**config.mk**
```make
export PLATFORM = sky130hd
export DESIGN_NAME = writeback_arbiter_flat
export DESIGN_NICKNAME = d
export VERILOG_FILES = /design/src/rtl/writeback_arbiter_pkg.sv /design/src/rtl/writeback_arbiter_if.sv /design/src/rtl/writeback_arbiter_fifo.sv /design/src/rtl/writeback_arbiter.sv /design/src/flat_wrapper.sv
export SDC_FILE = /design/constraint.sdc
export NUM_CORES = 1
export LEC_CHECK = 0
export CELL_PAD_IN_SITES_DETAIL_PLACEMENT = 2
export CELL_PAD_IN_SITES_GLOBAL_PLACEMENT = 2
export CORE_MARGIN = 2
export CORE_UTILIZATION = 36
export DETAILED_ROUTE_END_ITERATION = 12
export GPL_TIMING_DRIVEN = 0
export HOLD_SLACK_MARGIN = 0.02
export PLACE_DENSITY_LB_ADDON = 0.1
export SLEW_MARGIN = 40
export SYNTH_ARGS = -nofsm -noshare
export SYNTH_HDL_FRONTEND = slang
export SYNTH_SLANG_ARGS = --single-unit
```
**constraint.sdc**
```tcl
create_clock -name clk -period 3.45 [get_ports clk]
set_clock_uncertainty 0.1 [all_clocks]
set_input_delay 1.035 -clock clk [delete_from_list [all_inputs] [get_ports clk]]
set_output_delay 1.035 -clock clk [all_outputs]
set_load 0.05 [all_outputs]
```
**src/rtl/writeback_arbiter_pkg.sv**
```systemverilog
// Shared types and default sizing for the writeback arbiter slice.
package wb_pkg;
  localparam int DATA_WIDTH_DEF   = 20;
  localparam int REG_NUMBER_DEF   = 5;
  localparam int FIFO_DEPTH_DEF   = 4;
  localparam int STARVE_LIMIT_DEF = 3;

  typedef struct packed {
    logic [REG_NUMBER_DEF-1:0] rd;
    logic [DATA_WIDTH_DEF-1:0] data;
  } wb_entry_t;
endpackage

```
**src/rtl/writeback_arbiter_if.sv**
```systemverilog
// Bundle of ALU/load inputs, register-file write port and status for the arbiter.
interface writeback_arbiter_if
  import wb_pkg::*;
#(
  parameter int DATA_WIDTH   = DATA_WIDTH_DEF,
  parameter int REG_NUMBER   = REG_NUMBER_DEF,
  parameter int FIFO_DEPTH   = FIFO_DEPTH_DEF,
  parameter int STARVE_LIMIT = STARVE_LIMIT_DEF
);
  localparam int CW = $clog2(FIFO_DEPTH) + 1;
  localparam int SW = $clog2(STARVE_LIMIT + 1);

  // Load handshake: a transfer happens on a clock edge where mem_valid and
  // mem_ready are both high; the source holds mem_rd/mem_data until then.
  // The ALU has no ready; the source must hold results while alu_stall is high.
  logic                     alu_valid;
  logic [REG_NUMBER-1:0]    alu_rd;
  logic [DATA_WIDTH-1:0]    alu_data;
  logic                     alu_stall;
  logic                     mem_valid;
  logic                     mem_ready;
  logic [REG_NUMBER-1:0]    mem_rd;
  logic [DATA_WIDTH-1:0]    mem_data;
  logic                     wb_reg_write;
  logic [REG_NUMBER-1:0]    wb_rd;
  logic [DATA_WIDTH-1:0]    wb_data;
  logic [2**REG_NUMBER-1:0] pending_mask;
  logic                     err;
  logic [CW-1:0]            dbg_count;
  logic [SW-1:0]            dbg_starve;

  modport master (
    output alu_valid, alu_rd, alu_data, mem_valid, mem_rd, mem_data,
    input  alu_stall, mem_ready, wb_reg_write, wb_rd, wb_data, pending_mask, err,
           dbg_count, dbg_starve
  );

  modport slave (
    input  alu_valid, alu_rd, alu_data, mem_valid, mem_rd, mem_data,
    output alu_stall, mem_ready, wb_reg_write, wb_rd, wb_data, pending_mask, err,
           dbg_count, dbg_starve
  );
endinterface

```
**src/rtl/writeback_arbiter_fifo.sv**
```systemverilog
// Load-result queue: power-of-two ring buffer with per-slot occupancy for the pending mask.
module wb_fifo
  import wb_pkg::*;
#(
  parameter int  DEPTH = FIFO_DEPTH_DEF,
  parameter int  RW    = REG_NUMBER_DEF,
  parameter type T     = wb_entry_t,
  localparam int AW    = $clog2(DEPTH),
  localparam int CW    = AW + 1
) (
  input  logic             clk,
  input  logic             rst,
  input  logic             push,
  input  logic             pop,
  input  T                 wr_entry,
  output T                 head,
  output logic             full,
  output logic             empty,
  output logic [CW-1:0]    count,
  output logic [RW-1:0]    entry_rd [DEPTH],
  output logic [DEPTH-1:0] occupied
);
  logic [AW-1:0] wr_ptr;
  logic [AW-1:0] rd_ptr;
  T              mem [DEPTH];
  logic          push_ok;
  logic          pop_ok;

  assign full    = (count == CW'(DEPTH));
  assign empty   = (count == '0);
  assign push_ok = push && !full;
  assign pop_ok  = pop && !empty;
  assign head    = mem[rd_ptr];

  for (genvar g = 0; g < DEPTH; g++) begin : g_rd
    assign entry_rd[g] = mem[g].rd;
  end

  // Payload storage carries no reset; occupancy alone decides what is live.
  always_ff @(posedge clk) begin
    if (push_ok) mem[wr_ptr] <= wr_entry;
  end

  always_ff @(posedge clk) begin
    if (!rst) begin
      wr_ptr   <= '0;
      rd_ptr   <= '0;
      count    <= '0;
      occupied <= '0;
    end else begin
      if (push_ok) begin
        wr_ptr           <= wr_ptr + 1'b1;
        occupied[wr_ptr] <= 1'b1;
      end
      if (pop_ok) begin
        rd_ptr           <= rd_ptr + 1'b1;
        occupied[rd_ptr] <= 1'b0;
      end
      case ({push_ok, pop_ok})
        2'b10:   count <= count + 1'b1;
        2'b01:   count <= count - 1'b1;
        default: count <= count;
      endcase
    end
  end
endmodule

```
**src/rtl/writeback_arbiter.sv**
```systemverilog
// Arbitrates ALU and queued load results onto a single registered register-file write port.
module writeback_arbiter
  import wb_pkg::*;
#(
  parameter int DATA_WIDTH   = DATA_WIDTH_DEF,
  parameter int REG_NUMBER   = REG_NUMBER_DEF,
  parameter int FIFO_DEPTH   = FIFO_DEPTH_DEF,
  parameter int STARVE_LIMIT = STARVE_LIMIT_DEF
) (
  input logic                clk,
  input logic                rst,
  writeback_arbiter_if.slave bus
);
  localparam int CW = $clog2(FIFO_DEPTH) + 1;
  localparam int SW = $clog2(STARVE_LIMIT + 1);

  // Local entry type so non-default widths still line up with the bus.
  typedef struct packed {
    logic [REG_NUMBER-1:0] rd;
    logic [DATA_WIDTH-1:0] data;
  } entry_t;

  entry_t                   head;
  entry_t                   wr_entry;
  logic [REG_NUMBER-1:0]    entry_rd [FIFO_DEPTH];
  logic [FIFO_DEPTH-1:0]    occupied;
  logic [CW-1:0]            count;
  logic                     full;
  logic                     empty;
  logic                     push;
  logic                     pop;
  logic                     stall;
  logic                     alu_win;
  logic [SW-1:0]            starve;
  logic                     err_q;
  logic                     we_q;
  logic [REG_NUMBER-1:0]    rd_q;
  logic [DATA_WIDTH-1:0]    data_q;
  logic [2**REG_NUMBER-1:0] mask;

  assign stall    = (starve == SW'(STARVE_LIMIT)) && !empty;
  assign alu_win  = bus.alu_valid && !stall;
  assign pop      = !empty && !alu_win;
  // Loads to r0 complete the handshake but never occupy a slot.
  assign push     = bus.mem_valid && !full && (bus.mem_rd != '0);
  assign wr_entry = '{rd: bus.mem_rd, data: bus.mem_data};

  wb_fifo #(
    .DEPTH (FIFO_DEPTH),
    .RW    (REG_NUMBER),
    .T     (entry_t)
  ) u_fifo (
    .clk      (clk),
    .rst      (rst),
    .push     (push),
    .pop      (pop),
    .wr_entry (wr_entry),
    .head     (head),
    .full     (full),
    .empty    (empty),
    .count    (count),
    .entry_rd (entry_rd),
    .occupied (occupied)
  );

  always_ff @(posedge clk) begin
    if (!rst) begin
      we_q   <= 1'b0;
      rd_q   <= '0;
      data_q <= '0;
    end else if (alu_win) begin
      we_q <= (bus.alu_rd != '0);
      if (bus.alu_rd != '0) begin
        rd_q   <= bus.alu_rd;
        data_q <= bus.alu_data;
      end
    end else if (pop) begin
      we_q   <= 1'b1;
      rd_q   <= head.rd;
      data_q <= head.data;
    end else begin
      we_q <= 1'b0;
    end
  end

  // Counts ALU wins that left loads waiting; any pop or an empty queue resets it.
  always_ff @(posedge clk) begin
    if (!rst) begin
      starve <= '0;
    end else if (empty || pop) begin
      starve <= '0;
    end else if (alu_win && starve != SW'(STARVE_LIMIT)) begin
      starve <= starve + 1'b1;
    end
  end

  always_ff @(posedge clk) begin
    if (!rst) begin
      err_q <= 1'b0;
    end else if (bus.alu_valid && stall) begin
      err_q <= 1'b1;
    end
  end

  always_comb begin
    mask = '0;
    for (int i = 0; i < FIFO_DEPTH; i++) begin
      if (occupied[i]) mask[entry_rd[i]] = 1'b1;
    end
  end

  assign bus.alu_stall    = stall;
  assign bus.mem_ready    = !full;
  assign bus.wb_reg_write = we_q;
  assign bus.wb_rd        = rd_q;
  assign bus.wb_data      = data_q;
  assign bus.pending_mask = mask;
  assign bus.err          = err_q;
  assign bus.dbg_count    = count;
  assign bus.dbg_starve   = starve;
endmodule

```
**src/flat_wrapper.sv**
```systemverilog
// flat-port wrapper written by rule: the top's interface ports become plain ports
module writeback_arbiter_flat import wb_pkg::*;
#(
  parameter int DATA_WIDTH   = DATA_WIDTH_DEF,
  parameter int REG_NUMBER   = REG_NUMBER_DEF,
  parameter int FIFO_DEPTH   = FIFO_DEPTH_DEF,
  parameter int STARVE_LIMIT = STARVE_LIMIT_DEF
)
  (clk, rst, bus_alu_valid, bus_alu_rd, bus_alu_data, bus_mem_valid, bus_mem_rd, bus_mem_data, bus_alu_stall, bus_mem_ready, bus_wb_reg_write, bus_wb_rd, bus_wb_data, bus_pending_mask, bus_err, bus_dbg_count, bus_dbg_starve);
  writeback_arbiter_if #(.DATA_WIDTH(DATA_WIDTH), .REG_NUMBER(REG_NUMBER), .FIFO_DEPTH(FIFO_DEPTH), .STARVE_LIMIT(STARVE_LIMIT)) bus_i ();
  input logic clk;
  input logic rst;
  input wire logic [$bits(bus_i.alu_valid)-1:0] bus_alu_valid;
  input wire logic [$bits(bus_i.alu_rd)-1:0] bus_alu_rd;
  input wire logic [$bits(bus_i.alu_data)-1:0] bus_alu_data;
  input wire logic [$bits(bus_i.mem_valid)-1:0] bus_mem_valid;
  input wire logic [$bits(bus_i.mem_rd)-1:0] bus_mem_rd;
  input wire logic [$bits(bus_i.mem_data)-1:0] bus_mem_data;
  output wire logic [$bits(bus_i.alu_stall)-1:0] bus_alu_stall;
  output wire logic [$bits(bus_i.mem_ready)-1:0] bus_mem_ready;
  output wire logic [$bits(bus_i.wb_reg_write)-1:0] bus_wb_reg_write;
  output wire logic [$bits(bus_i.wb_rd)-1:0] bus_wb_rd;
  output wire logic [$bits(bus_i.wb_data)-1:0] bus_wb_data;
  output wire logic [$bits(bus_i.pending_mask)-1:0] bus_pending_mask;
  output wire logic [$bits(bus_i.err)-1:0] bus_err;
  output wire logic [$bits(bus_i.dbg_count)-1:0] bus_dbg_count;
  output wire logic [$bits(bus_i.dbg_starve)-1:0] bus_dbg_starve;
  assign bus_i.alu_valid = bus_alu_valid;
  assign bus_i.alu_rd = bus_alu_rd;
  assign bus_i.alu_data = bus_alu_data;
  assign bus_i.mem_valid = bus_mem_valid;
  assign bus_i.mem_rd = bus_mem_rd;
  assign bus_i.mem_data = bus_mem_data;
  assign bus_alu_stall = bus_i.alu_stall;
  assign bus_mem_ready = bus_i.mem_ready;
  assign bus_wb_reg_write = bus_i.wb_reg_write;
  assign bus_wb_rd = bus_i.wb_rd;
  assign bus_wb_data = bus_i.wb_data;
  assign bus_pending_mask = bus_i.pending_mask;
  assign bus_err = bus_i.err;
  assign bus_dbg_count = bus_i.dbg_count;
  assign bus_dbg_starve = bus_i.dbg_starve;
  writeback_arbiter #(.DATA_WIDTH(DATA_WIDTH), .REG_NUMBER(REG_NUMBER), .FIFO_DEPTH(FIFO_DEPTH), .STARVE_LIMIT(STARVE_LIMIT)) u_core (.clk(clk), .rst(rst), .bus(bus_i));
endmodule
```
; ---- After elaboration in Yosys (flattened, before gate mapping)
; Memory sizes are Yosys's and may differ from the RTL's. A register that Yosys moved wholly into a read port is not among the register bits.
; Index checks and enable logic that the tools add are counted.
; Widths: inputs -> output; s select.
[totals]
reg_bits = 40
mem_bits_rw = 100
input_bits = 54
output_inout_bits = 66
word_cells = 99
mem_count = 1
[classes]
add_sub_neg = 5
magnitude_cmp = 12
n_eq_ne = 6
mux = 32
bitwise = 7
n_reduce_logical = 27
[mem_list]
columns = memory, depth, word_bits, rd, rd_ports_with_merged_regs, wr, line_no
row1 = u_core.u_fifo.mem, 4, 25, 5, 1, 1, writeback_arbiter_fifo.sv:25  ; T mem [DEPTH];
[ops]
columns = cell, count
row1 = $mux 32, 4
row2 = $or 32x32->32, 3
row3 = $mux 20, 3
row4 = $lt 5x6->1 const B, 4
row5 = $demux 1 s5, 4
row6 = $ge 5x1->1 const B, 4
row7 = $logic_and 1x1->1, 15
row8 = $mux 5, 3
row9 = $mux 4, 3
row10 = $mux 1, 10
row11 = $reduce_bool 5->1, 2
row12 = $add 2x1->2 const B, 3
row13 = $lt 2x3->1 const B, 2
row14 = $pmux 3 s2, 1
row15 = $and 4x4->4, 1
row16 = $demux 1 s2, 2
row17 = $eq 2x2->1 const B, 2
row18 = $ge 2x1->1 const B, 2
row19 = $logic_not 1->1, 4
row20 = $mux 2, 2
row21 = $ne 2x2->1 const B, 2
row22 = $not 4->4, 1
row23 = $or 4x4->4, 1
row24 = $reduce_bool 2->1, 2
row25 = other kinds (9), 9

; ---- Longest topological paths before layout
; Gate-level depths: netlist (run 1).
[logic_depth]
depth_word = 11
depth_mapped = 9
mapped_depth_nobuf = 8

; ---- Hierarchy
; From an unflattened synthesis (run 1), not the netlist that was laid out.
[hier_totals]
hier_cells = 516
area_unflattened_um2 = 6980.4
[modules_own_cells]
columns = mod, instances, cells_per_inst, area_per_inst_um2
row1 = wb_fifo, 1, 225, 4485.6
row2 = writeback_arbiter, 1, 291, 2494.9

; ---- Worst setup path after synthesis (run 1)
; Ideal clock, no wire load.
[synth_path]
kind = input -> register
from = input port bus_mem_rd[0]
to = register u_core.u_fifo.count[2]
setup_ns = 0.071
arrival_ns = 2.873
required_time_ns = 3.279
setup_slack_ns = 0.406
cell_stages = 9
path_buffers = 1
path_cell_list = or4_1 o211a_1 clkbuf_1 inv_1 ha_1 fa_1 xnor2_1 or3_1 a21oi_1
[synth_via]
elab_chain_cells = 5
word_cells_on_any_way = 7
classes_between = 2 x eq/ne / 1 x mux / 4 x reduce/logical
[synth_lines]
columns = item, line_no
row1 = from (decl), flat_wrapper.sv:17  ; input wire logic [$bits(bus_i.mem_rd)-1:0] bus_mem_rd;
row2 = $reduce_bool 5->1 *, writeback_arbiter.sv:45  ; assign push = bus.mem_valid && !full && (bus.mem_rd != '0);
row3 = $logic_and 1x1->1 *, writeback_arbiter.sv:45
row4 = $logic_and 1x1->1 *, writeback_arbiter_fifo.sv:31  ; assign push_ok = push && !full;
row5 = $eq 2x1->1 or $eq 2x2->1 (tied branches), writeback_arbiter_fifo.sv:59  ; case ({push_ok, pop_ok})
row6 = $pmux 3 s2 or $reduce_bool 2->1 (tied branches), n/a
row7 = to (signal assigned), writeback_arbiter_fifo.sv:60  ; 2'b10: count <= count + 1'b1;
row8 = to (signal assigned), writeback_arbiter_fifo.sv:61  ; 2'b01: count <= count - 1'b1;
row9 = to (signal assigned), writeback_arbiter_fifo.sv:62  ; default: count <= count;
row10 = to (decl), writeback_arbiter_fifo.sv:19  ; output logic [CW-1:0] count,
; Every way passes the cells marked *; elsewhere a longest branch is shown, timed or not.
; A chain may end at the register's enable or synchronous reset.

; ---- Final worst setup path (run 1)
[layout_path]
from = register u_core.u_fifo.occupied[0]
to = output port bus_pending_mask[21]
[layout_via]
elab_chain_cells = 7
[layout_lines]
columns = item, line_no
row1 = from (decl), writeback_arbiter_fifo.sv:21  ; output logic [DEPTH-1:0] occupied
row2 = from (signal assigned), writeback_arbiter_fifo.sv:49  ; occupied <= '0;
row3 = "from (signal, indexed assignment)", writeback_arbiter_fifo.sv:53  ; occupied[wr_ptr] <= 1'b1;
row4 = "from (signal, indexed assignment)", writeback_arbiter_fifo.sv:57  ; occupied[rd_ptr] <= 1'b0;
row5 = $mux 32 *, writeback_arbiter.sv:108  ; if (occupied[i]) mask[entry_rd[i]] = 1'b1;
row6 = $or 32x32->32 (no line), n/a
row7 = $mux 32 *, writeback_arbiter.sv:108
row8 = $or 32x32->32 (no line), n/a
row9 = $mux 32 *, writeback_arbiter.sv:108
row10 = $or 32x32->32 (no line), n/a
row11 = $mux 32 *, writeback_arbiter.sv:108
row12 = to (decl), flat_wrapper.sv:24  ; output wire logic [$bits(bus_i.pending_mask)-1:0] bus_pending_mask;
; Marked as above.

==> results of run 1 <==
## power by group through the flow
stage / combinational [mW] / sequential, mW / clock [mW]
2_1_floorplan: 0.941 / 2.50 / 0
3_5_place_dp: 1.87 / 2.25 / 0
3_3_place_gp: 1.76 / 2.23 / 0
4_1_cts: 1.89 / 2.22 / 1.78
5_1_grt: 1.98 / 2.26 / 1.84
6_report: 1.85 / 2.23 / 1.74
## kinds of logic after synthesis
logic type | Yosys count | share of synthesized area (%)
multiplexers | 27 | 8.626
AND/OR/NAND/NOR | 186 | 14.49
AO/OA/AOI/OAI | 105 | 14.07
adder cells (fa/ha/maj) | 11 | 2.147
buffers and inverters | 50 | 3.277
flip-flops | 142 | 56.87
XOR/XNOR | 4 | 0.5184
## flip-flops by register name, indices dropped and copies added, names as in the netlist, named ones only
register and cells:
u_core.bus.dbg_starve 2, u_core.bus.wb_data 20, u_core.u_fifo.count 3, u_core.u_fifo.mem 100, u_core.bus.wb_reg_write 1, u_core.u_fifo.occupied 4
u_core.bus.wb_rd 5, u_core.u_fifo.rd_ptr 2, u_core.u_fifo.wr_ptr 2, u_core.bus.err 1
## routing by layer
layer / part of all wire, % / GRT usage, %
met4: 1.3 / 5.737
met2: 52 / 42.82
met5: 0 / 0
met1: 43 / 31.65
met3: 4.2 / 5.163
## worst paths after layout
check	start	endpoint	slack, ns	cells past startpoint
setup / recovery	u_core.u_fifo.occupied[0]	bus_pending_mask[21]	0.06	4
hold / removal	u_core.bus.dbg_starve[0]	u_core.bus.dbg_starve[0]	0.36	1
setup reg to reg	u_core.u_fifo.count[0]	u_core.u_fifo.count[2]	0.77	8
hold reg to reg	u_core.bus.dbg_starve[0]	u_core.bus.dbg_starve[0]	0.36	1
## timing repair
action / CTS / global route
pin swaps: 1 / 0
gates resized for setup: 107 / 33
endpoints found under the setup margin: 34 / 29
gates cloned: 0 / 0
setup buffers: 1 / 5
## synthesized netlist by cell type, drive strengths merged
cell type / n / area (um2)
a211oi: 4 / 30.03
xnor2: 3 / 26.28
inv: 10 / 37.54
clkbuf: 33 / 123.9
o32ai: 3 / 26.28
o21ai: 2 / 10.01
nand3: 6 / 30.03
nor3: 28 / 140.1
o211ai: 4 / 30.03
mux4: 25 / 563.0
or3b: 9 / 78.83
fa: 1 / 20.02
or3: 3 / 18.77
and2: 6 / 37.54
and3b: 9 / 78.83
nor2b: 1 / 6.260
a22oi: 12 / 90.09
mux2i: 2 / 20.02
or2: 3 / 18.77
o31ai: 1 / 7.510
nor2: 23 / 86.33
o21a: 1 / 7.510
or4: 2 / 15.01
nand3b: 14 / 105.1
nand2: 65 / 244.0
nor3b: 11 / 82.58
ha: 10 / 125.1
a21oi: 11 / 55.05
buf: 7 / 60.05
and3: 6 / 37.54
o211a: 1 / 10.01
edfxtp: 100 / 3003
a311oi: 25 / 337.8
o221ai: 12 / 105.1
o22ai: 13 / 81.33
xor2: 1 / 8.760
a221o: 16 / 160.2
dfxtp: 42 / 840.8
## layout make-up
cell class | count | area, um2 | share of cell area [%]
sequential | 142 | 3844 | 42.83
clock inverter | 11 | 78.83 | 0.8783
multi-input combinational | 333 | 2779 | 30.96
inverter | 10 | 37.54 | 0.4182
buffer | 30 | 153.9 | 1.715
clock buffer | 21 | 483.0 | 5.381
tap | 234 | 292.8 | 3.262
timing repair buffer | 129 | 1306 | 14.55
## per-stage QoR
stage,worst slack [ns],std cells,util [%],hold slack [ns]
after global routing,-0.06839,910,48.30,0.3850
after global placement,-0.7816,878,44.36,0.3287
final,0.06207,910,48.30,0.3591
after floorplan,0.4062,525,-,0.4009
after CTS,0.002526,910,48.22,0.3696
after detailed placement,-0.5761,882,44.98,0.3506
==> reports/results.tsv, run 1 <==
stage	metric	value	unit
power_and_ir_drop	totalPowerFinal	5.827	mW
detailed_routing	drt_iter0_markers	260	
detailed_routing	detail_route.wl_per_cell	26.07	um
setup_path	worstPathRequired	2.31	ns
synth	ys.warnings.count	0	
timing	final_max_slew_viol_count	0	
final_layout	area_growth	32.78	%
power_and_ir_drop	seqPwrFrac	38.3	%
place	globalplace.congestion	0.8781	
power_and_ir_drop	power.switching_fraction	34.55	%
detailed_routing	detail_route.drc_violations	0	
synth	syn_inst	525	
global_routing	maximum_number_of_pins_on_one_net_before_global_route_repair	17	
final_layout	final_common_cell	sky130_fd_sc_hd__edfxtp_1	
floorplanning	core-area	0.01858	mm2
timing	finalCritPeriodShare	98.20	%
clock_network	ctsHoldBuffers	0	
setup_path	timing.critical_path.arrival	2.25	ns
timing	final.setup.tns	0	ns
final_layout	nFillCells	1819	
floorplanning	die_w	141.0	um
setup_path	end_kind	primary output	
clock_network	h-tree-depth	4	
detailed_routing	firstDrtPassIters	4	
setup_path	timing.critical_path.buf_inv	1	
synth	synth_fp_nets	590	
place	detailedPlacementHpwl	17230	um
global_routing	first_global_vias	5843	
synth	netlist_area	0.006759	mm2
global_routing	grt_remaining_overflow	0	
detailed_routing	ant_nets	0	
detailed_routing	route.vias.total	5298	
global_routing	antenna_found_initial	0	
power_and_ir_drop	power.internal	3.814	mW
clock_network	clockRootBuffer	sky130_fd_sc_hd__clkbuf_16	
synth	yosys_register_bits	142	
power_and_ir_drop	combPwrFrac	31.8	%
power_and_ir_drop	p_leak	3.052	nW
synth	synth.distinct_cells	41	
clock_network	clockBufferDepth	2	
floorplanning	ioPinCount	120	
timing	rsz0062_at_grt	yes	
floorplanning	die_height	141.0	um
global_routing	grtUsageTotal	24.61	%
setup_path	critical_path.top_delay_family	buffers and inverters	
timing	layout_min_cycle_time	3.388	ns
floorplanning	initial_utilization	36.38	%
synth	synthesis.area_per_instance	12.87	um2
job	count_of_maximum_capacitance_violations	0	
clock_network	clock_latency	0.43	ns
detailed_routing	drt_via_density	5.822	
final_layout	final_cell_mix	sky130_fd_sc_hd__edfxtp_1 (100), sky130_fd_sc_hd__clkdlybuf4s50_1 (86), sky130_fd_sc_hd__nand2_1 (65)	
setup_path	critical_path.max_stage_delay	0.55	ns
timing	timing.slew.headroom	49.76	%
clock_network	cts_inserted_buffers	17	
timing	maxClockFrequency	295.2	MHz
setup_path	critPathLaunchType	flop	
outcome	outcome	finished, final reports clean	
power_and_ir_drop	power_density	649.3	mW/mm2
min_path	worst_hold_path_type	flop to flop	
detailed_routing	routed_wl	23730	um
setup_path	crit_fanout	8	
setup_path	worst-setup-path-type	flop to primary output	
clock_network	tritoncts_clock_tree	built	
power_and_ir_drop	p_sw	2.013	mW
floorplanning	floorplan.die_area	0.01989	mm2
timing	hold_violations	0	
clock_network	numClockSinks	142	
timing	setup_viol_count_final	0	
power_and_ir_drop	clkPwrFrac	29.9	%
setup_path	critical-path-slowest-cell	sky130_fd_sc_hd__dlygate4sd2_1	
setup_path	cell_chain_critical_path	nand2_1, nor2_2, a221o_1, dlygate4sd2_1	
final_layout	final_nets	728	
final_layout	share_of_cells_above_drive_strength_1	23.52	%
global_routing	grt_pass1_wl	36200	um
final_layout	final_design_area_no_fill	0.008975	mm2
place	detailed_place.area	0.008358	mm2
synth	seq_area_frac_synth	56.87	%
floorplanning	placementRows	50	
clock_network	clk_pin_slew	0.07	ns
power_and_ir_drop	vdd_drop_max	0.0003621	V
final_layout	ant_cells	0	
timing	worst_slew_pin_slew	0.7536	ns
place	buffer_ports.inserted	119	
Power figures use the tool's default switching activity.
==> run 2: changes to the inputs <==
--- a/config.mk
+++ b/config.mk
@@ -7,7 +7,7 @@
 export LEC_CHECK = 0
 export CELL_PAD_IN_SITES_DETAIL_PLACEMENT = 2
 export CELL_PAD_IN_SITES_GLOBAL_PLACEMENT = 2
-export CORE_MARGIN = 2
+export CORE_MARGIN = 10
 export CORE_UTILIZATION = 36
 export DETAILED_ROUTE_END_ITERATION = 12
 export GPL_TIMING_DRIVEN = 0
==> run 2 against run 1 <==
Against the previous run:
- global-route usage shrank 4.4 points
- wire length rose by 4.5%
- first-iteration DRC count increased by 58%
- final cell count fell by 0.11%
- clock-buffer cell count fell by 4
- core utilization grew 0.088 points
- maximum frequency down 0.29%
- highest routed layer is now met5
- largest cell class unchanged
- die area up 24%
- critical endpoint is now bus_pending_mask[7]
- total power grew 3.2%
- setup slack worse by 0.010 ns
- non-clock buffer count shrank 1
- design area rose by 0.18%
==> reports/results.tsv, run 2 (synthesized netlist as in run 1, its figures left out) <==
stage	metric	value	unit
timing	maxClockFrequency	294.3	MHz
detailed_routing	routed_wl	24800	um
final_layout	sequential_cell_area	0.003844	mm2
timing	timing.slew.headroom	45.36	%
clock_network	cts_inserted_buffers	17	
final_layout	nFillCells	1768	
clock_network	clk_pin_slew	0.06	ns
timing	finalCritPeriodShare	98.49	%
place	detailedPlacementHpwl	18110	um
floorplanning	placementRows	50	
floorplanning	floorplan.die_area	0.02466	mm2
detailed_routing	ant_nets	0	
global_routing	first_global_vias	5929	
min_path	worst_hold_path_type	flop to flop	
floorplanning	ioPinCount	120	
final_layout	largest_register_ffs	100	
final_layout	share_of_cells_above_drive_strength_1	23.41	%
clock_network	ctsHoldBuffers	0	
outcome	outcome	finished, final reports clean	
floorplanning	die_height	157.0	um
timing	layout_min_cycle_time	3.398	ns
final_layout	multiInputGateArea	0.002766	mm2
setup_path	worstPathRequired	2.31	ns
detailed_routing	drt_via_density	5.861	
global_routing	grt_remaining_overflow	0	
setup_path	worst-r2r-setup-slack	0.89	ns
setup_path	worst-setup-path-type	flop to primary output	
detailed_routing	firstDrtPassIters	5	
min_path	hold_depth	1	
power_and_ir_drop	p_leak	3.049	nW
final_layout	regMostFlops	u_core.u_fifo.mem	
clock_network	clockRootBuffer	sky130_fd_sc_hd__clkbuf_16	
clock_network	clock_latency	0.43	ns
floorplanning	die_w	157.0	um
place	dp_worst_setup_slack	-0.5678	ns
timing	worst_slew_pin_slew	0.8195	ns
timing	worst_slack	0.05210	ns
final_layout	ant_cells	0	
timing	final.setup.tns	0	ns
power_and_ir_drop	power_density	668.8	mW/mm2
detailed_routing	detail_route.drc_violations	0	
floorplanning	core-area	0.01858	mm2
setup_path	timing.critical_path.arrival	2.26	ns
final_layout	area_growth	33.02	%
global_routing	antenna_found_initial	1	
clock_network	clockBufferDepth	2	
final_layout	final_cell_mix	sky130_fd_sc_hd__edfxtp_1 (100), sky130_fd_sc_hd__clkdlybuf4s50_1 (87), sky130_fd_sc_hd__nand2_1 (65)	
global_routing	maximum_number_of_pins_on_one_net_before_global_route_repair	18	
clock_network	numClockSinks	142	
clock_network	tritoncts_clock_tree	built	
detailed_routing	route.vias.total	5328	
clock_network	h-tree-depth	4	
timing	finalHoldWorstSlack	0.3611	ns
setup_path	critPathLaunchType	flop	
timing	final_max_slew_viol_count	0	
final_layout	layout.core_utilization	48.39	%
floorplanning	initial_utilization	36.38	%
job	count_of_maximum_capacitance_violations	0	
final_layout	final_nets	727	
setup_path	crit_fanout	10	
power_and_ir_drop	vdd_drop_max	0.0004156	V
place	buffer_ports.inserted	119	
detailed_routing	detail_route.wl_per_cell	27.28	um
detailed_routing	drt_iter0_markers	412	
timing	rsz0062_at_grt	no	
global_routing	grt_pass1_wl	37660	um
final_layout	final_common_cell	sky130_fd_sc_hd__edfxtp_1	
timing	hold_violations	0	
global_routing	grtUsageTotal	20.19	%
setup_path	end_kind	primary output	
place	globalplace.congestion	0.8276	
setup_path	reg2regPathDepth	7	
timing	setup_viol_count_final	0	
-- run 2: area by class of cell --
class                      count  area share [%]
sequential                   142           42.75
clock buffer                  17           4.731
clock inverter                15           2.129
inverter                      10          0.4175
buffer                        29           1.642
tap                          234           3.256
multi-input combinational    333           30.77
timing repair buffer         129           14.31
-- run 2: path summary, 6_finish.rpt --
path / from / to
setup / recovery: u_core.u_fifo.mem[3][24] / bus_pending_mask[7]
hold / removal: u_core.bus.dbg_starve[0] / u_core.bus.dbg_starve[0]
setup reg to reg: u_core.u_fifo.count[0] / u_core.u_fifo.count[2]
hold reg to reg: u_core.bus.dbg_starve[0] / u_core.bus.dbg_starve[0]
-- run 2: worst max-delay path, stage by stage (launching register included) --
cell	delay (ns)
sky130_fd_sc_hd__edfxtp_1	0.55
sky130_fd_sc_hd__or3b_2	0.60
sky130_fd_sc_hd__o221ai_1	0.26
sky130_fd_sc_hd__clkdlybuf4s15_2	0.43
-- run 2: repair_timing --
action,in CTS,in global routing
pin swaps,1,0
resized for setup,109,34
setup buffers,2,4
setup endpoints to repair,34,31
-- run 2: through the flow --
stage          total power, mW  instance area (um2)  instances
6_report                 6.013                 8991        909
5_1_grt                  6.271                 8991        909
4_1_cts                  6.058                 9016        910
3_5_place_dp             4.124                 8358        882
3_3_place_gp             4.006                 8243        878
2_1_floorplan            3.436                 6759        525
-- run 2: power by group --
group	internal (mW)	switching (mW)
clock	1.05	0.870
sequential	2.07	0.170
combinational	0.736	1.12
-- run 2: metal layers --
| metal | part of all wire [%] | GRT usage, % | up-vias |
|---|---|---|---|
| li1 | - | - | 2360 |
| met1 | 42 | 25.12 | 2771 |
| met2 | 51 | 35.16 | 168 |
| met3 | 5.2 | 4.503 | 27 |
| met4 | 1.2 | 4.141 | 2 |
| met5 | 0.069 | 0 | - |
==> run 3: changes to the inputs <==
--- a/config.mk
+++ b/config.mk
@@ -13,6 +13,7 @@
 export GPL_TIMING_DRIVEN = 0
 export HOLD_SLACK_MARGIN = 0.02
 export PLACE_DENSITY_LB_ADDON = 0.1
+export SKIP_LAST_GASP = 1
 export SLEW_MARGIN = 40
 export SYNTH_ARGS = -nofsm -noshare
 export SYNTH_HDL_FRONTEND = slang
==> run 3 against run 2 <==
Against the previous run:
- first-iteration DRC count fell by 7.3%
- critical path depth did not move
- via count fell by 0.13%
- largest power group unchanged
- highest routed layer unchanged
==> reports/results.tsv, run 3 (synthesized netlist as in run 1, its figures left out) <==
stage	metric	value	unit
outcome	outcome	finished, final reports clean	
detailed_routing	routed_wl	24870	um
clock_network	clockBufferDepth	2	
floorplanning	die_height	157.0	um
timing	maxClockFrequency	294.2	MHz
floorplanning	ioPinCount	120	
final_layout	final_cell_mix	sky130_fd_sc_hd__edfxtp_1 (100), sky130_fd_sc_hd__clkdlybuf4s50_1 (87), sky130_fd_sc_hd__nand2_1 (65)	
setup_path	critPathLaunchType	flop	
global_routing	grt_remaining_overflow	0	
timing	final_max_slew_viol_count	0	
place	place_inst	882	
detailed_routing	drt_via_density	5.860	
floorplanning	placementRows	50	
power_and_ir_drop	p_leak	3.044	nW
detailed_routing	highest_layer	met5	
place	detailedPlacementHpwl	18110	um
min_path	hold_depth	1	
setup_path	timing.critical_path.arrival	2.26	ns
final_layout	area_growth	32.91	%
place	buffer_ports.inserted	119	
clock_network	numClockSinks	142	
min_path	min_to	u_core.bus.dbg_starve[0]	
clock_network	h-tree-depth	4	
final_layout	share_of_cells_above_drive_strength_1	23.29	%
final_layout	multiInputGateArea	0.002766	mm2
timing	worst_slew_pin_slew	0.8186	ns
global_routing	maximum_number_of_pins_on_one_net_before_global_route_repair	18	
global_routing	grt_pass1_wl	37600	um
floorplanning	floorplan.die_area	0.02466	mm2
setup_path	worst-r2r-setup-slack	0.88	ns
timing	layout_min_cycle_time	3.399	ns
detailed_routing	met2WireLength	12730	um
setup_path	worst-setup-path-type	flop to primary output	
power_and_ir_drop	vdd_drop_max	0.0004162	V
power_and_ir_drop	power_density	669.4	mW/mm2
detailed_routing	detail_route.drc_violations	0	
final_layout	final_nets	726	
detailed_routing	detail_route.wl_per_cell	27.39	um
global_routing	antenna_found_initial	1	
detailed_routing	firstDrtPassIters	5	
final_layout	nFillCells	1769	
floorplanning	die_w	157.0	um
job	count_of_maximum_capacitance_violations	0	
setup_path	reg2regPathDepth	7	
clock_network	cts_inserted_buffers	17	
place	globalplace.congestion	0.8276	
timing	hold_violations	0	
final_layout	largest_register_ffs	100	
floorplanning	core-area	0.01858	mm2
detailed_routing	detail_route.wirelength.met1	10580	um
timing	setup_viol_count_final	0	
clock_network	clockRootBuffer	sky130_fd_sc_hd__clkbuf_16	
final_layout	final_common_cell	sky130_fd_sc_hd__edfxtp_1	
timing	timing.slew.headroom	45.43	%
setup_path	crit_fanout	10	
detailed_routing	drt_iter0_markers	382	
setup_path	timing.rr.start	u_core.u_fifo.count[0]	
detailed_routing	route.vias.total	5321	
clock_network	ctsHoldBuffers	0	
final_layout	finish.cell_count_without_fillers	908	
clock_network	clock_latency	0.43	ns
timing	finalCritPeriodShare	98.52	%
setup_path	rr_endpoint	u_core.u_fifo.count[2]	
clock_network	tritoncts_clock_tree	built	
setup_path	end_kind	primary output	
final_layout	sequential_cell_area	0.003844	mm2
min_path	worst_hold_path_type	flop to flop	
power_and_ir_drop	totalPowerFinal	6.014	mW
final_layout	regMostFlops	u_core.u_fifo.mem	
setup_path	worstPathRequired	2.31	ns
global_routing	grtUsageTotal	20.17	%
timing	rsz0062_at_grt	no	
detailed_routing	ant_nets	0	
global_routing	first_global_vias	5916	
detailed_routing	met3RoutedLength	1242	um
clock_network	clk_pin_slew	0.06	ns
min_path	worst_hold_startpoint	u_core.bus.dbg_starve[0]	
final_layout	ant_cells	0	
floorplanning	initial_utilization	36.38	%
run 3: cell types whose count changed in the layout (fill, tap and decap cells not counted):
cell and delta:
sky130_fd_sc_hd__buf_4 -1
run 3: where the power goes:
part | switching (mW) | total, mW | leakage, nW | internal [mW]
registers | 0.169 | 2.23 | 1.26 | 2.07
clock network | 0.869 | 1.92 | 0.298 | 1.05
logic | 1.13 | 1.86 | 1.48 | 0.735
run 3: worst max path at each step:
stage / start / end / slack, ns
2_1_floorplan: bus_mem_rd[0] / u_core.u_fifo.count[2] / 0.41
3_3_place_gp: bus_mem_rd[0] / u_core.u_fifo.mem[0][4] / -0.78
3_5_place_dp: bus_mem_rd[0] / u_core.u_fifo.count[2] / -0.57
4_1_cts: u_core.u_fifo.mem[3][23] / bus_pending_mask[16] / -0.06
5_1_grt: bus_mem_rd[0] / u_core.u_fifo.count[2] / 0.004
6_report: u_core.u_fifo.mem[3][24] / bus_pending_mask[7] / 0.05
run 3: what timing repair did:
| action | in CTS | in global routing |
|---|---|---|
| endpoints found under the setup margin | 34 | 31 |
| hold endpoints to repair | 0 | 0 |
| resized for setup | 107 | 36 |
| pin swaps | 1 | 0 |
| setup buffers | 2 | 3 |
run 3: through the flow:
stage | hold slack (ns) | setup TNS [ns] | utilization [%] | setup WS (ns) | cell area (um2)
2_1_floorplan | 0.4009 | 0 | - | 0.4062 | 6759
3_3_place_gp | 0.3303 | -79.00 | 44.36 | -0.7768 | 8243
3_5_place_dp | 0.3515 | -28.46 | 44.98 | -0.5678 | 8358
4_1_cts | 0.3607 | -0.06175 | 48.56 | -0.06175 | 9022
5_1_grt | 0.4021 | 0 | 48.35 | 0.003695 | 8984
6_report | 0.3611 | 0 | 48.35 | 0.05104 | 8984
run 3: worst max-delay path: stages (launching register included):
cell and delay [ns]:
sky130_fd_sc_hd__edfxtp_1 0.56, sky130_fd_sc_hd__or3b_2 0.60, sky130_fd_sc_hd__o221ai_1 0.26, sky130_fd_sc_hd__clkdlybuf4s15_2 0.43
run 3: area by class of cell:
class	instances	share of cell area (%)
clock inverters	15	2.131
well taps	234	3.259
plain buffers	29	1.643
inverters	10	0.4178
clock buffers	17	4.735
flip-flops and latches	142	42.79
repair buffers	128	14.23
multi-input cells	333	30.79
run 3: per-layer routing:
layer | vias up | track usage, %
met2 | 157 | 35.06
li1 | 2360 | -
met3 | 28 | 4.503
met5 | - | 0
met4 | 2 | 4.141
met1 | 2774 | 25.14
